--- src/rtl/lcd_bus_pkg.sv ---
// Shared types, default timing and the power-up command table for the
// HD44780-style LCD write-bus controller.
package lcd_bus_pkg;

   localparam int unsigned T_PWRUP_DEF = 1_000_000;
   localparam int unsigned T_SETUP_DEF = 4;
   localparam int unsigned T_EHIGH_DEF = 25;
   localparam int unsigned T_CMD_DEF   = 2_500;
   localparam int unsigned T_LONG_DEF  = 82_000;

   localparam int unsigned NumInit = 5;

   typedef enum logic [2:0] {
      StPwrup,
      StInitIssue,
      StIdle,
      StSetup,
      StEhigh,
      StWait
   } lcd_state_e;

   // 8-bit bus/2 lines, display off, clear, entry mode, display on.
   function automatic logic [7:0] init_cmd(input logic [2:0] idx);
      logic [7:0] cmd;
      case (idx)
         3'd0:    cmd = 8'h38;
         3'd1:    cmd = 8'h08;
         3'd2:    cmd = 8'h01;
         3'd3:    cmd = 8'h06;
         3'd4:    cmd = 8'h0C;
         default: cmd = 8'h00;
      endcase
      return cmd;
   endfunction

   // Clear and home commands need the long post-pulse wait.
   function automatic logic is_long_cmd(input logic rs, input logic [7:0] data);
      return !rs && (data == 8'h01 || data == 8'h02 || data == 8'h03);
   endfunction

endpackage

--- src/rtl/lcd_rr_arb2.sv ---
// Two-way round-robin grant: the requester not served last wins a tie.
module lcd_rr_arb2 (
   input  logic valid0,
   input  logic valid1,
   input  logic last,
   input  logic xfer,
   output logic grant,
   output logic last_next
);

   always_comb begin
      grant = ~last;
      if (valid0 && valid1) begin
         grant = ~last;
      end else if (valid1) begin
         grant = 1'b1;
      end else if (valid0) begin
         grant = 1'b0;
      end
      last_next = xfer ? grant : last;
   end

endmodule

--- src/rtl/lcd_bus_ctrl.sv ---
// LCD write-bus controller: power-up wait, fixed init sequence, then
// round-robin arbitrated byte writes from two requesters.
module lcd_bus_ctrl
   import lcd_bus_pkg::*;
#(
   parameter int unsigned T_PWRUP = T_PWRUP_DEF,
   parameter int unsigned T_SETUP = T_SETUP_DEF,
   parameter int unsigned T_EHIGH = T_EHIGH_DEF,
   parameter int unsigned T_CMD   = T_CMD_DEF,
   parameter int unsigned T_LONG  = T_LONG_DEF
) (
   input  logic       CLK,
   input  logic       RST,
   input  logic       REQ0_VALID,
   input  logic       REQ0_RS,
   input  logic [7:0] REQ0_DATA,
   output logic       REQ0_READY,
   input  logic       REQ1_VALID,
   input  logic       REQ1_RS,
   input  logic [7:0] REQ1_DATA,
   output logic       REQ1_READY,
   output logic       LCD_E,
   output logic       LCD_RS,
   output logic [7:0] LCD_DATA,
   output logic       BUSY,
   output logic       INIT_DONE
);

   localparam int unsigned TMax = (T_PWRUP > T_LONG) ? T_PWRUP : T_LONG;
   localparam int unsigned TW   = $clog2(TMax + 1);

   lcd_state_e    state_q, state_d;
   logic [TW-1:0] timer_q, timer_d;
   logic [2:0]    idx_q, idx_d;
   logic          init_done_q, init_done_d;
   logic          rs_q, rs_d;
   logic [7:0]    data_q, data_d;
   logic          busy_q;
   logic          last_q, last_d;
   logic          grant;
   logic          can_accept;
   logic          xfer;
   logic [TW-1:0] wait_last;

   lcd_rr_arb2 u_arb (
      .valid0    (REQ0_VALID),
      .valid1    (REQ1_VALID),
      .last      (last_q),
      .xfer      (xfer),
      .grant     (grant),
      .last_next (last_d)
   );

   assign can_accept = (state_q == StIdle) && init_done_q;
   assign REQ0_READY = can_accept && !grant;
   assign REQ1_READY = can_accept && grant;
   assign xfer       = (REQ0_VALID && REQ0_READY) || (REQ1_VALID && REQ1_READY);

   assign wait_last = is_long_cmd(rs_q, data_q) ? TW'(T_LONG - 1) : TW'(T_CMD - 1);

   always_comb begin
      state_d     = state_q;
      timer_d     = timer_q;
      idx_d       = idx_q;
      init_done_d = init_done_q;
      rs_d        = rs_q;
      data_d      = data_q;
      unique case (state_q)
         StPwrup: begin
            if (timer_q == TW'(T_PWRUP - 1)) state_d = StInitIssue;
            else timer_d = timer_q + 1'b1;
         end
         StInitIssue: begin
            state_d = StSetup;
            rs_d    = 1'b0;
            data_d  = init_cmd(idx_q);
         end
         StIdle: begin
            if (xfer) begin
               state_d = StSetup;
               rs_d    = grant ? REQ1_RS : REQ0_RS;
               data_d  = grant ? REQ1_DATA : REQ0_DATA;
            end
         end
         StSetup: begin
            if (timer_q == TW'(T_SETUP - 1)) state_d = StEhigh;
            else timer_d = timer_q + 1'b1;
         end
         StEhigh: begin
            if (timer_q == TW'(T_EHIGH - 1)) state_d = StWait;
            else timer_d = timer_q + 1'b1;
         end
         StWait: begin
            if (timer_q == wait_last) begin
               if (init_done_q) begin
                  state_d = StIdle;
               end else if (idx_q == 3'(NumInit - 1)) begin
                  state_d     = StIdle;
                  init_done_d = 1'b1;
               end else begin
                  // Chain straight into the next init command.
                  state_d = StSetup;
                  idx_d   = idx_q + 3'd1;
                  rs_d    = 1'b0;
                  data_d  = init_cmd(idx_q + 3'd1);
               end
            end else begin
               timer_d = timer_q + 1'b1;
            end
         end
         default: state_d = StPwrup;
      endcase
      if (state_d != state_q) timer_d = '0;
   end

   always_ff @(posedge CLK or posedge RST) begin
      if (RST) begin
         state_q     <= StPwrup;
         timer_q     <= '0;
         idx_q       <= '0;
         init_done_q <= 1'b0;
         rs_q        <= 1'b0;
         data_q      <= '0;
         busy_q      <= 1'b0;
         last_q      <= 1'b1;
      end else begin
         state_q     <= state_d;
         timer_q     <= timer_d;
         idx_q       <= idx_d;
         init_done_q <= init_done_d;
         rs_q        <= rs_d;
         data_q      <= data_d;
         busy_q      <= (state_d != StIdle);
         last_q      <= last_d;
      end
   end

   // E follows the state register directly so reset drops it asynchronously.
   assign LCD_E     = (state_q == StEhigh);
   assign LCD_RS    = rs_q;
   assign LCD_DATA  = data_q;
   assign BUSY      = busy_q;
   assign INIT_DONE = init_done_q;

endmodule

--- config.mk ---
export PLATFORM = sky130hd
export DESIGN_NAME = lcd_bus_ctrl
export DESIGN_NICKNAME = d
export VERILOG_FILES = /design/src/rtl/lcd_bus_pkg.sv /design/src/rtl/lcd_rr_arb2.sv /design/src/rtl/lcd_bus_ctrl.sv
export SDC_FILE = /design/constraint.sdc
export NUM_CORES = 1
export LEC_CHECK = 0
export BUFFER_PORTS_ARGS = -buffer_cell sky130_fd_sc_hd__buf_2
export CAP_MARGIN = 20
export CORE_MARGIN = 5
export CORE_UTILIZATION = 45
export CTS_CLUSTER_SIZE = 30
export DETAILED_ROUTE_END_ITERATION = 10
export GPL_TIMING_DRIVEN = 0
export PLACE_DENSITY = 0.7
export SLEW_MARGIN = 20
export SYNTH_ARGS = -nofsm -noshare
export SYNTH_HDL_FRONTEND = slang
export SYNTH_SLANG_ARGS = --single-unit
--- constraint.sdc ---
create_clock -name CLK -period 6.6 [get_ports CLK]
set_input_delay 1.32 -clock CLK [delete_from_list [all_inputs] [get_ports CLK]]
set_output_delay 1.32 -clock CLK [all_outputs]
set_load 0.02 [all_outputs]
# ---- Word level (Yosys, flattened, before mapping)
# Index checks and enable logic that the tools add are counted.
dict set report totals {
  wordCells 98
  out_inout_bits 14
  register_bits 38
}
dict set report op_classes {
  mux 34
  bitwise 3
  addsub 2
  eq_ne 30
  n_reduce_logical 21
}
# op n
set op_table {}
lappend op_table {{$mux W20} 5}
lappend op_table {{$pmux W20 S4} 1}
lappend op_table {{$pmux W6 S5} 2}
lappend op_table {{$mux W8} 5}
lappend op_table {{$pmux W8 S3} 1}
lappend op_table {{$add A20 B1 Y20 const B} 1}
lappend op_table {{$eq A20 B17 Y1} 1}
lappend op_table {{$eq A20 B2 Y1 const B} 1}
lappend op_table {{$eq A20 B20 Y1 const B} 1}
lappend op_table {{$eq A20 B5 Y1 const B} 1}
lappend op_table {{$eq A3 B2 Y1 const B} 6}
lappend op_table {{$pmux W3 S6} 1}
lappend op_table {{$mux W17} 1}
lappend op_table {{$eq A8 B2 Y1 const B} 2}
lappend op_table {{$mux W3} 5}
lappend op_table {{$eq A3 B3 Y1 const B} 4}
lappend op_table {{$mux W1} 12}
lappend op_table {{$reduce_and A5 Y1} 2}
lappend op_table {{$eq A3 B1 Y1 const B} 3}
lappend op_table {{$logic_not A3 Y1} 3}
lappend op_table {{$ne A3 B3 Y1 const B} 3}
lappend op_table {{$eq A8 B1 Y1 const B} 1}
lappend op_table {{$logic_and A1 B1 Y1} 7}
lappend op_table {{$ne A2 B2 Y1 const B} 3}
lappend op_table {{other kinds (12)} 18}

# ---- Depth between registers and ports, before layout
# Gate-level depths: netlist of the first run.
dict set report logic_depth {
  depth_word 13
  mapped_depth 9
  ltp_nobuf 8
}

# ---- Hierarchy
# Synthesis of the first run repeated with hierarchy kept, for this count alone.
dict set report unflattened {
  cells_unflattened 273
  hier_area_um2 2494.9
}
# mod n_inst area_per_inst_um2 cells_per_inst seq_area_each_um2
set modules_own_cells {}
lappend modules_own_cells {lcd_bus_ctrl 1 2463.6 268 952.2}
lappend modules_own_cells {lcd_rr_arb2 1 31.3 5 0.0}

# ---- Worst setup path after synthesis of the first run
# Ideal clock, no wire load.
dict set report synth_timing {
  path_type {input -> output}
  startpoint {input REQ1_VALID}
  endpoint {output REQ1_READY}
  required_time_ns 5.280
  path_stages 4
  path_buffers 1
  path_slack_ns 2.915
  t_arrival_ns 2.365
  path_cell_list {inv_1 -> maj3_1 -> clkbuf_1 -> nor2_1}
}
dict set report synth_via {
  elab_chain_len 3
  elab_cells_between_ends 4
}
# element line
set synth_lines {}
lappend synth_lines {{from (decl)} lcd_bus_ctrl.sv:18} ;# input logic REQ1_VALID,
lappend synth_lines {{$mux W1 / $logic_and A1 B1 Y1 (equally long branches)} {lcd_rr_arb2.sv:15, lcd_rr_arb2.sv:13}}
lappend synth_lines {{$mux W1 *} lcd_rr_arb2.sv:13} ;# if (valid0 && valid1) begin
lappend synth_lines {{$logic_and A1 B1 Y1 *} lcd_bus_ctrl.sv:56} ;# assign REQ1_READY = can_accept && grant;
lappend synth_lines {{to (decl)} lcd_bus_ctrl.sv:21} ;# output logic REQ1_READY,
# Every way passes the cells marked *; elsewhere a longest branch is shown, timed or not.

# ---- Worst setup path in the final report of the first run
# Ends and elaborated chain as after synthesis.

==> flow_summary.toml, run 1 <==
[timing]
setup_viol = 0
finalMaxSlewViolations = 0
min_period_ps = 3870
hold_slack_ps = 474
tightest_slew_ps = 665
final-hold-violation-count = 0
fmaxAchievable_mhz = 258
maxSlewHeadroom_pct = 55.3
fin_setup_tns_ps = 0
rsz0062_at_grt = "false"
fin_crit_sh_pct = 58.6
fin_worst_skew_ps = 7.21

[critical_path]
cp_common_cell = "buf_2"
cp_cell_sequence = "buf_2 > inv_1 > maj3_1 > clkbuf_1 > nor2_1 > buf_2"
cp_data_required_time_ps = 5280
worst_setup_path_start_kind = "primary input"
slowest_stage = "maj3_1"
critPathCaptureType = "output pin"
cp.arrival_ps = 2550
critPathMaxFanout = 10
max_stage_delay_ps = 370
criticalPathCategory = "in -> out"

[die]
rows = 27
die_width_microns = 84.6
ios = 36
die_y_microns = 84.6
design.core.area_sq_um = 5470
die_area_sq_um = 7160
start_util_pct = 45.8

[synthesis]
syn_area_per_cell_sq_um = 9.68
synthArstFlopShare_pct = 100
synth_nets = 292
ys_ff_latch = 38
yosys_warnings = 0
yosys_most_used_dff = "dfrtp_1"
synth_top_area_share_pct = 36.9
synth_area_sq_um = 2510
seq_area_frac_synth_pct = 38.0
syn_inst = 259
synth-edff-count = 0
yosysUniqueCellTypes = 51
yosys-top-cells-area = "dfrtp_1, ha_1, nor2_1"
yosys.area.top_type = "dfrtp_1"

[finish]
fin_cells = 375
layout_common_cells = "buf_2, dfrtp_1, nor2_1"
layout_commonest_cell = "buf_2"
fin_nets = 335
antennaDiodeCount = 0
drive_gt1_share_pct = 26.4
syn_to_final_growth_pct = 16.1

[route]
vias = 2017
drt_first_pass_iters = 4
routedWlPerCell_microns = 14.2
drt_wl_total_microns = 5320
drcViolationCount = 0
drt_iter0_drc = 88
ant_nets = 0
vias_per_cell = 5.38

[placed_design]
io_buffer_count = 35
dp_hpwl_microns = 4090
gp_congestion = 0.882
placedCellCount = 367

[power]
switching_power_uw = 94.6
intPower_uw = 357
max-vdd-ir-drop_mv = 0.104
swShare_pct = 20.9
p_leak_nw = 1.39
p_seq_share_pct = 51.7
clkPwrFrac_pct = 43.4
power.density_nw_per_um2 = 155
power_frac_comb_pct = 4.9

[global_route]
grt_pass1_vias = 1905
grt_max_degree = 23
gr-total-overflow = 0
grt_usage_pct = 15.5
grt_pass1_wl_microns = 9180
antenna_found_initial = 0

[clocking]
cts_buffers = 5
post_cts_buffers = 0
cts_tree = "yes"
hold_buffers = 0
cts_resized = 0
clockBufferDepth = 2
insertion_delay_ps = 290
clk_pin_slew_ps = 70
htreeDepth = 2
cts.sinks = 38
cts_root_buf = "clkbuf_8"

[status]
run_status = "finished clean"

[min_path]
hp-class = "reg -> reg"

[job]
max_cap_violations = 0
-- worst max-delay path, delay by kind of cell --
family                   cells  cell delay (ps)
adder cells (fa/ha/maj)      1              370
buffers and inverters        4              640
AND/OR/NAND/NOR              1              210
-- layout make-up --
cell class	count	area, sq um
plain buffers	14	91.3
clock buffers	6	72.6
flip-flops and latches	38	952
clock inverters	2	37.5
fillers	533	2560
well taps	72	90.1
multi-input cells	195	1420
inverters	12	45.0
repair buffers	36	203
-- flip-flops by register name, summed over array words and instances (netlist names) --
name,cells
timer_q,20
LCD_DATA,8
idx_q,3
state_q,3
BUSY,1
INIT_DONE,1
LCD_RS,1
last_q,1
-- metrics by stage --
stage	area [sq um]	power (mW)	utilization, %	setup WS (ps)
4_1_cts	2910	0.460	53.2	2710
2_1_floorplan	2510	0.250	-	2920
3_5_place_dp	2800	0.261	51.1	2720
5_1_grt	2910	0.472	53.2	2600
3_3_place_gp	2770	0.258	50.6	2730
6_report	2910	0.452	53.2	2730
-- power by group through the flow --
stage	Combinational (mW)	Clock, mW	Sequential (mW)
6_report	0.0221	0.196	0.234
5_1_grt	0.0248	0.213	0.234
4_1_cts	0.0228	0.203	0.234
3_5_place_dp	0.0226	0	0.238
3_3_place_gp	0.0201	0	0.238
2_1_floorplan	0.0117	0	0.238
-- cells by family after synthesis --
group	synth area share, %
AND/OR/NAND/NOR	23.4
flip-flops	38.0
AO/OA/AOI/OAI	11.0
XOR/XNOR	6.24
buffers and inverters	5.44
multiplexers	10.1
adder cells (fa/ha/maj)	5.89
-- synth_stat cells (2+ instances only) --
cell type and count:
dfrtp_1 37, nor2_1 33, nand2_1 16, a21oi_1 12
ha_1 11, inv_1 11, mux2i_1 11, mux2_2 10
nand3_1 10, xnor2_1 10, nor3_1 8, nand4_1 7
o21ai_0 6, xor2_1 6, and3_1 5, nor4_1 5
o221ai_1 5, buf_2 4, clkbuf_1 4, or4_1 4
buf_4 3, buf_6 3, nor2b_1 3, o31ai_1 3
a211oi_1 2, a31o_2 2, and4_1 2, mux2_4 2
nand2b_1 2
-- per-layer routing --
layer  part of all wire (%)  wire (microns)  track usage [%]
met1                     50            2660             22.4
met2                     45            2400             23.3
met3                    3.8             203             2.75
met4                    1.0              54             5.18
met5                      0               0                0
-- worst paths after layout --
path / start / end / slack (ps) / cells past startpoint
setup / recovery: REQ1_VALID / REQ1_READY / 2730 / 6
hold / removal: last_q$_DFFE_PP1P_ / last_q$_DFFE_PP1P_ / 470 / 2
setup reg to reg: timer_q[0]$_DFFE_PP0P_ / timer_q[3]$_DFFE_PP0P_ / 4000 / 8
hold reg to reg: last_q$_DFFE_PP1P_ / last_q$_DFFE_PP1P_ / 470 / 2
max in group asynchronous: RST / last_q$_DFFE_PP1P_ / 5060 / 3
min in group asynchronous: RST / timer_q[10]$_DFFE_PP0P_ / 1010 / 2
Note: power is estimated with default switching activity, not from simulation.
==> inputs of run 2 (changes only) <==
--- a/config.mk
+++ b/config.mk
@@ -12,7 +12,7 @@
 export CTS_CLUSTER_SIZE = 30
 export DETAILED_ROUTE_END_ITERATION = 10
 export GPL_TIMING_DRIVEN = 0
-export PLACE_DENSITY = 0.7
+export PLACE_DENSITY = 0.73
 export SLEW_MARGIN = 20
 export SYNTH_ARGS = -nofsm -noshare
 export SYNTH_HDL_FRONTEND = slang
==> constraint.sdc (replaced) <==
create_clock -name CLK -period 3.3 [get_ports CLK]
set_input_delay 0.66 -clock CLK [delete_from_list [all_inputs] [get_ports CLK]]
set_output_delay 0.66 -clock CLK [all_outputs]
set_load 0.02 [all_outputs]
==> flow_summary.toml, run 2 (synthesis results as in run 1) <==
[route]
vias = 1984
drt_iter0_drc = 57
drt_wl_total_microns = 5280
drt_first_pass_iters = 4
routedWlPerCell_microns = 14.1
vias_per_cell = 5.29
ant_nets = 0
drcViolationCount = 0

[clocking]
insertion_delay_ps = 280
cts_tree = "yes"
hold_buffers = 0
cts_resized = 0
post_cts_buffers = 0
clockBufferDepth = 2
clk_pin_slew_ps = 70
cts_buffers = 5
htreeDepth = 2
cts.sinks = 38
cts_root_buf = "clkbuf_8"

[global_route]
grt_usage_pct = 15.7
antenna_found_initial = 0
grt_pass1_vias = 1979
grt_pass1_wl_microns = 9400
grt_max_degree = 23
gr-total-overflow = 0

[placed_design]
dp_hpwl_microns = 4100
place_area_sq_um = 2800
gp_congestion = 0.854
pre_cts_slack_ps = 718
io_buffer_count = 35

[die]
ios = 36
start_util_pct = 45.8
die_y_microns = 84.6
die_area_sq_um = 7160
rows = 27
die_width_microns = 84.6
design.core.area_sq_um = 5470

[finish]
largest_reg_flops = 20
fillers = 518
antennaDiodeCount = 0
top_register = "timer_q"
syn_to_final_growth_pct = 15.9
layout_commonest_cell = "buf_2"
stdcell_area_sq_um = 2910
fin_nets = 335
layout_common_cells = "buf_2, dfrtp_1, nor2_1"
drive_gt1_share_pct = 26.1
final_util_pct = 53.1

[critical_path]
cp_data_required_time_ps = 3470
criticalPathCategory = "reg -> reg"
worst_setup_path_start_kind = "register"
slowest_stage = "nor3_1"
r2r_start = "timer_q[0]$_DFFE_PP0P_"
startpoint = "timer_q[0]$_DFFE_PP0P_"
cp.arrival_ps = 2750
critPathCaptureType = "register"
cp_cell_sequence = "ha_1 > nor4b_1 > nand2_1 > nor3_1 > o21ai_0 > o221ai_1 > buf_2 > nor2_1"
critPathMaxFanout = 10
max_stage_delay_ps = 610

[power]
power.density_nw_per_um2 = 308
switching_power_uw = 181
power_frac_comb_pct = 4.9
max-vdd-ir-drop_mv = 0.279
p_seq_share_pct = 52.2
swShare_pct = 20.2
clkPwrFrac_pct = 42.9
p_leak_nw = 1.39
intPower_uw = 715

[status]
run_status = "finished clean"

[timing]
layout_setup_ws_ps = 715
finalMaxSlewViolations = 0
tightest_slew_ps = 638
fmaxAchievable_mhz = 387
fin_crit_sh_pct = 78.3
min_period_ps = 2590
rsz0062_at_grt = "false"
maxSlewHeadroom_pct = 57.1
final-hold-violation-count = 0
fin_setup_tns_ps = 0
setup_viol = 0
fin_worst_skew_ps = 6.99

[min_path]
hp-class = "in -> async"

[job]
max_cap_violations = 0
==> run 2: cell count changes in the layout (fill, tap and decap cells not counted), sizes merged <==
cell,change
clkbuf,+1
clkinvlp,-1
==> run 2: metal layers <==
metal | track usage, % | share of wire (%) | vias up
met1 | 22.9 | 49 | 939
met3 | 2.75 | 3.6 | 2
met5 | 0 | 0 | -
met4 | 3.60 | 0.78 | 0
li1 | - | - | 1012
met2 | 24.4 | 46 | 31
==> run 2: worst max-delay path, delay by kind of cell (launching register included) <==
| kind | cells | cell delay [ps] |
|---|---|---|
| AOI/OAI and AO/OA | 2 | 370 |
| DFF | 1 | 410 |
| and+or+nand+nor | 4 | 1180 |
| adders and majority gates | 1 | 240 |
| buffers and inverters | 1 | 270 |
==> run 2: stage by stage <==
step	instances	power (mW)	hold slack [ps]
floorplan	259	0.500	441
global placement	366	0.517	450
detailed placement	367	0.522	460
CTS	375	0.906	373
global route	375	0.935	397
finish	375	0.896	356
==> run 2: cell type report <==
type                    instances  area (sq um)  share of cell area, %
multi-input cells             195          1420                   48.8
flip-flops and latches         38           952                   32.8
repair buffers                 36           203                   6.98
plain buffers                  14          91.3                   3.14
well taps                      72          90.1                   3.10
clock buffers                   7          76.3                   2.63
inverters                      12          45.0                   1.55
clock inverters                 1          30.0                   1.03
==> run 2: path summary, 6_finish.rpt <==
kind,cells past startpoint,slack (ps),to
worst min register to register,2,470,last_q$_DFFE_PP1P_
worst max-delay path,8,710,timer_q[18]$_DFFE_PP0P_
worst max register to register,8,710,timer_q[18]$_DFFE_PP0P_
worst min-delay path,2,360,timer_q[10]$_DFFE_PP0P_
min in group CLK,2,470,last_q$_DFFE_PP1P_
max in group asynchronous,3,2420,last_q$_DFFE_PP1P_
==> run 2: power groups by stage <==
stage / sequential, mW / combinational, mW / clock [mW]
after floorplan: 0.477 / 0.0235 / 0
after global placement: 0.477 / 0.0399 / 0
after detailed placement: 0.477 / 0.0455 / 0
after CTS: 0.467 / 0.0456 / 0.393
after global routing: 0.468 / 0.0508 / 0.417
final: 0.468 / 0.0443 / 0.384
==> inputs of run 3 (changes only) <==
==> constraint.sdc (replaced) <==
create_clock -name CLK -period 2.33 [get_ports CLK]
set_input_delay 0.466 -clock CLK [delete_from_list [all_inputs] [get_ports CLK]]
set_output_delay 0.466 -clock CLK [all_outputs]
set_load 0.02 [all_outputs]
==> flow_summary.toml, run 3 (synthesis results as in run 1) <==
[status]
run_status = "finished clean"

[global_route]
grt_max_degree = 25
antenna_found_initial = 0
gr-total-overflow = 0
grt_pass1_vias = 2058
grt_pass1_wl_microns = 9760
grt_usage_pct = 16.3

[die]
die_width_microns = 84.6
start_util_pct = 45.8
die_area_sq_um = 7160
design.core.area_sq_um = 5470
rows = 27
ios = 36
die_y_microns = 84.6

[critical_path]
worst_setup_path_start_kind = "register"
cp.arrival_ps = 2480
r2r_start = "LCD_DATA[2]$_DFFE_PP0P_"
startpoint = "LCD_DATA[2]$_DFFE_PP0P_"
critPathCaptureType = "register"
criticalPathCategory = "reg -> reg"
critPathMaxFanout = 3
r2r_slack_ps = 20
endpoint = "idx_q[1]$_DFFE_PP0P_"
r2r_end = "idx_q[1]$_DFFE_PP0P_"
cp_data_required_time_ps = 2500
ff2ff_path_depth = 7

[power]
clkPwrFrac_pct = 39.8
intPower_uw = 930
p_leak_nw = 1.48
swShare_pct = 22.8
switching_power_uw = 275
p_seq_share_pct = 54.9
max-vdd-ir-drop_mv = 0.295
power.density_nw_per_um2 = 384
power_frac_comb_pct = 5.3

[timing]
maxSlewHeadroom_pct = 60.4
final-hold-violation-count = 0
fin_crit_sh_pct = 99.1
tightest_slew_ps = 594
fmaxAchievable_mhz = 433
hold_slack_ps = 131
min_period_ps = 2310
layout_setup_ws_ps = 19.9
setup_viol = 0
finalMaxSlewViolations = 0
rsz0062_at_grt = "true"
fin_worst_skew_ps = 5.72

[route]
vias = 2143
vias_per_cell = 5.49
drt_wl_total_microns = 5760
wl_met3_microns = 247
ant_nets = 0
drt_iter0_drc = 154
drt_first_pass_iters = 4
drcViolationCount = 0
routedWlPerCell_microns = 14.8
m1WireLength_microns = 2630
dr_wl_met2_microns = 2770
topRoutingLayerUsed = "met4"

[clocking]
cts_root_buf = "clkbuf_8"
cts.sinks = 38
cts_buffers = 5
cts_tree = "yes"
insertion_delay_ps = 290
clockBufferDepth = 2
htreeDepth = 2
clk_pin_slew_ps = 80

[finish]
drive_gt1_share_pct = 35.8
fin_nets = 350
top_register = "timer_q"
final_util_pct = 57.4
largest_reg_flops = 20
antennaDiodeCount = 0
stdcell_area_sq_um = 3140
layout_common_cells = "buf_2, dfrtp_1, nor2_1"
syn_to_final_growth_pct = 25.3
layout_commonest_cell = "buf_2"

[placed_design]
pre_cts_slack_ps = -155
gp_congestion = 0.839
dp_hpwl_microns = 4060
io_buffer_count = 35
place_area_sq_um = 2800

[job]
max_cap_violations = 0

[min_path]
hp-class = "in -> async"
==> run 3: cell count changes in the layout (fill, tap and decap cells not counted), sizes merged <==
cell	delta
clkbuf	-1
clkinvlp	+1
buf	+15
clkinv	+1
bufinv	-1
==> run 3: power groups by stage <==
stage	clock network [mW]	logic (mW)	registers [mW]
2_1_floorplan	0	0.0332	0.675
3_5_place_dp	0	0.0656	0.675
4_1_cts	0.486	0.0660	0.662
3_3_place_gp	0	0.0581	0.675
5_1_grt	0.525	0.0729	0.662
6_report	0.479	0.0639	0.662
==> run 3: per-stage QoR <==
step / setup TNS (ps) / cells / power [mW]
floorplan: 0 / 259 / 0.708
global placement: -757 / 366 / 0.733
detailed placement: -1060 / 367 / 0.741
CTS: -47.0 / 380 / 1.21
global route: -399 / 390 / 1.26
finish: 0 / 390 / 1.20
==> run 3: worst max-delay path: stages, from the launching register on <==
cell and delay, ps:
dfrtp_1 410, nor4_1 320, o211a_1 270, mux2_4 350, nor4_4 310, buf_6 160
nand2_4 60, mux2_4 310
==> run 3: area by class of cell <==
| type | count | area, sq um |
|---|---|---|
| Fill cell | 482 | 2330 |
| Multi-Input combinational cell | 195 | 1520 |
| Sequential cell | 38 | 956 |
| Timing Repair Buffer | 51 | 327 |
| Buffer | 14 | 109 |
| Tap cell | 72 | 90.1 |
| Clock buffer | 6 | 82.6 |
| Inverter | 12 | 45.0 |
| Clock inverter | 2 | 12.5 |
==> run 3: per-layer routing <==
layer  track usage (%)  up-vias
li1                  -     1046
met1              22.6     1027
met2              25.4       57
met3              3.04       13
met4              5.76        0
met5                 0        -
==> run 3: how the worst min path moves through the flow <==
stage / startpoint / cells past startpoint / end
after floorplan: last_q$_DFFE_PP1P_ / 2 / last_q$_DFFE_PP1P_
after global placement: last_q$_DFFE_PP1P_ / 2 / last_q$_DFFE_PP1P_
after detailed placement: RST / 2 / timer_q[8]$_DFFE_PP0P_
after CTS: RST / 2 / BUSY$_DFF_PP0_
after global routing: RST / 2 / BUSY$_DFF_PP0_
final: RST / 2 / timer_q[8]$_DFFE_PP0P_
==> run 3: what timing repair did <==
action	CTS	global route
setup endpoints to repair	32	34
resized for setup	12	18
hold buffers	0	0
setup buffers	4	9
pin swaps	7	11
gates cloned	1	1
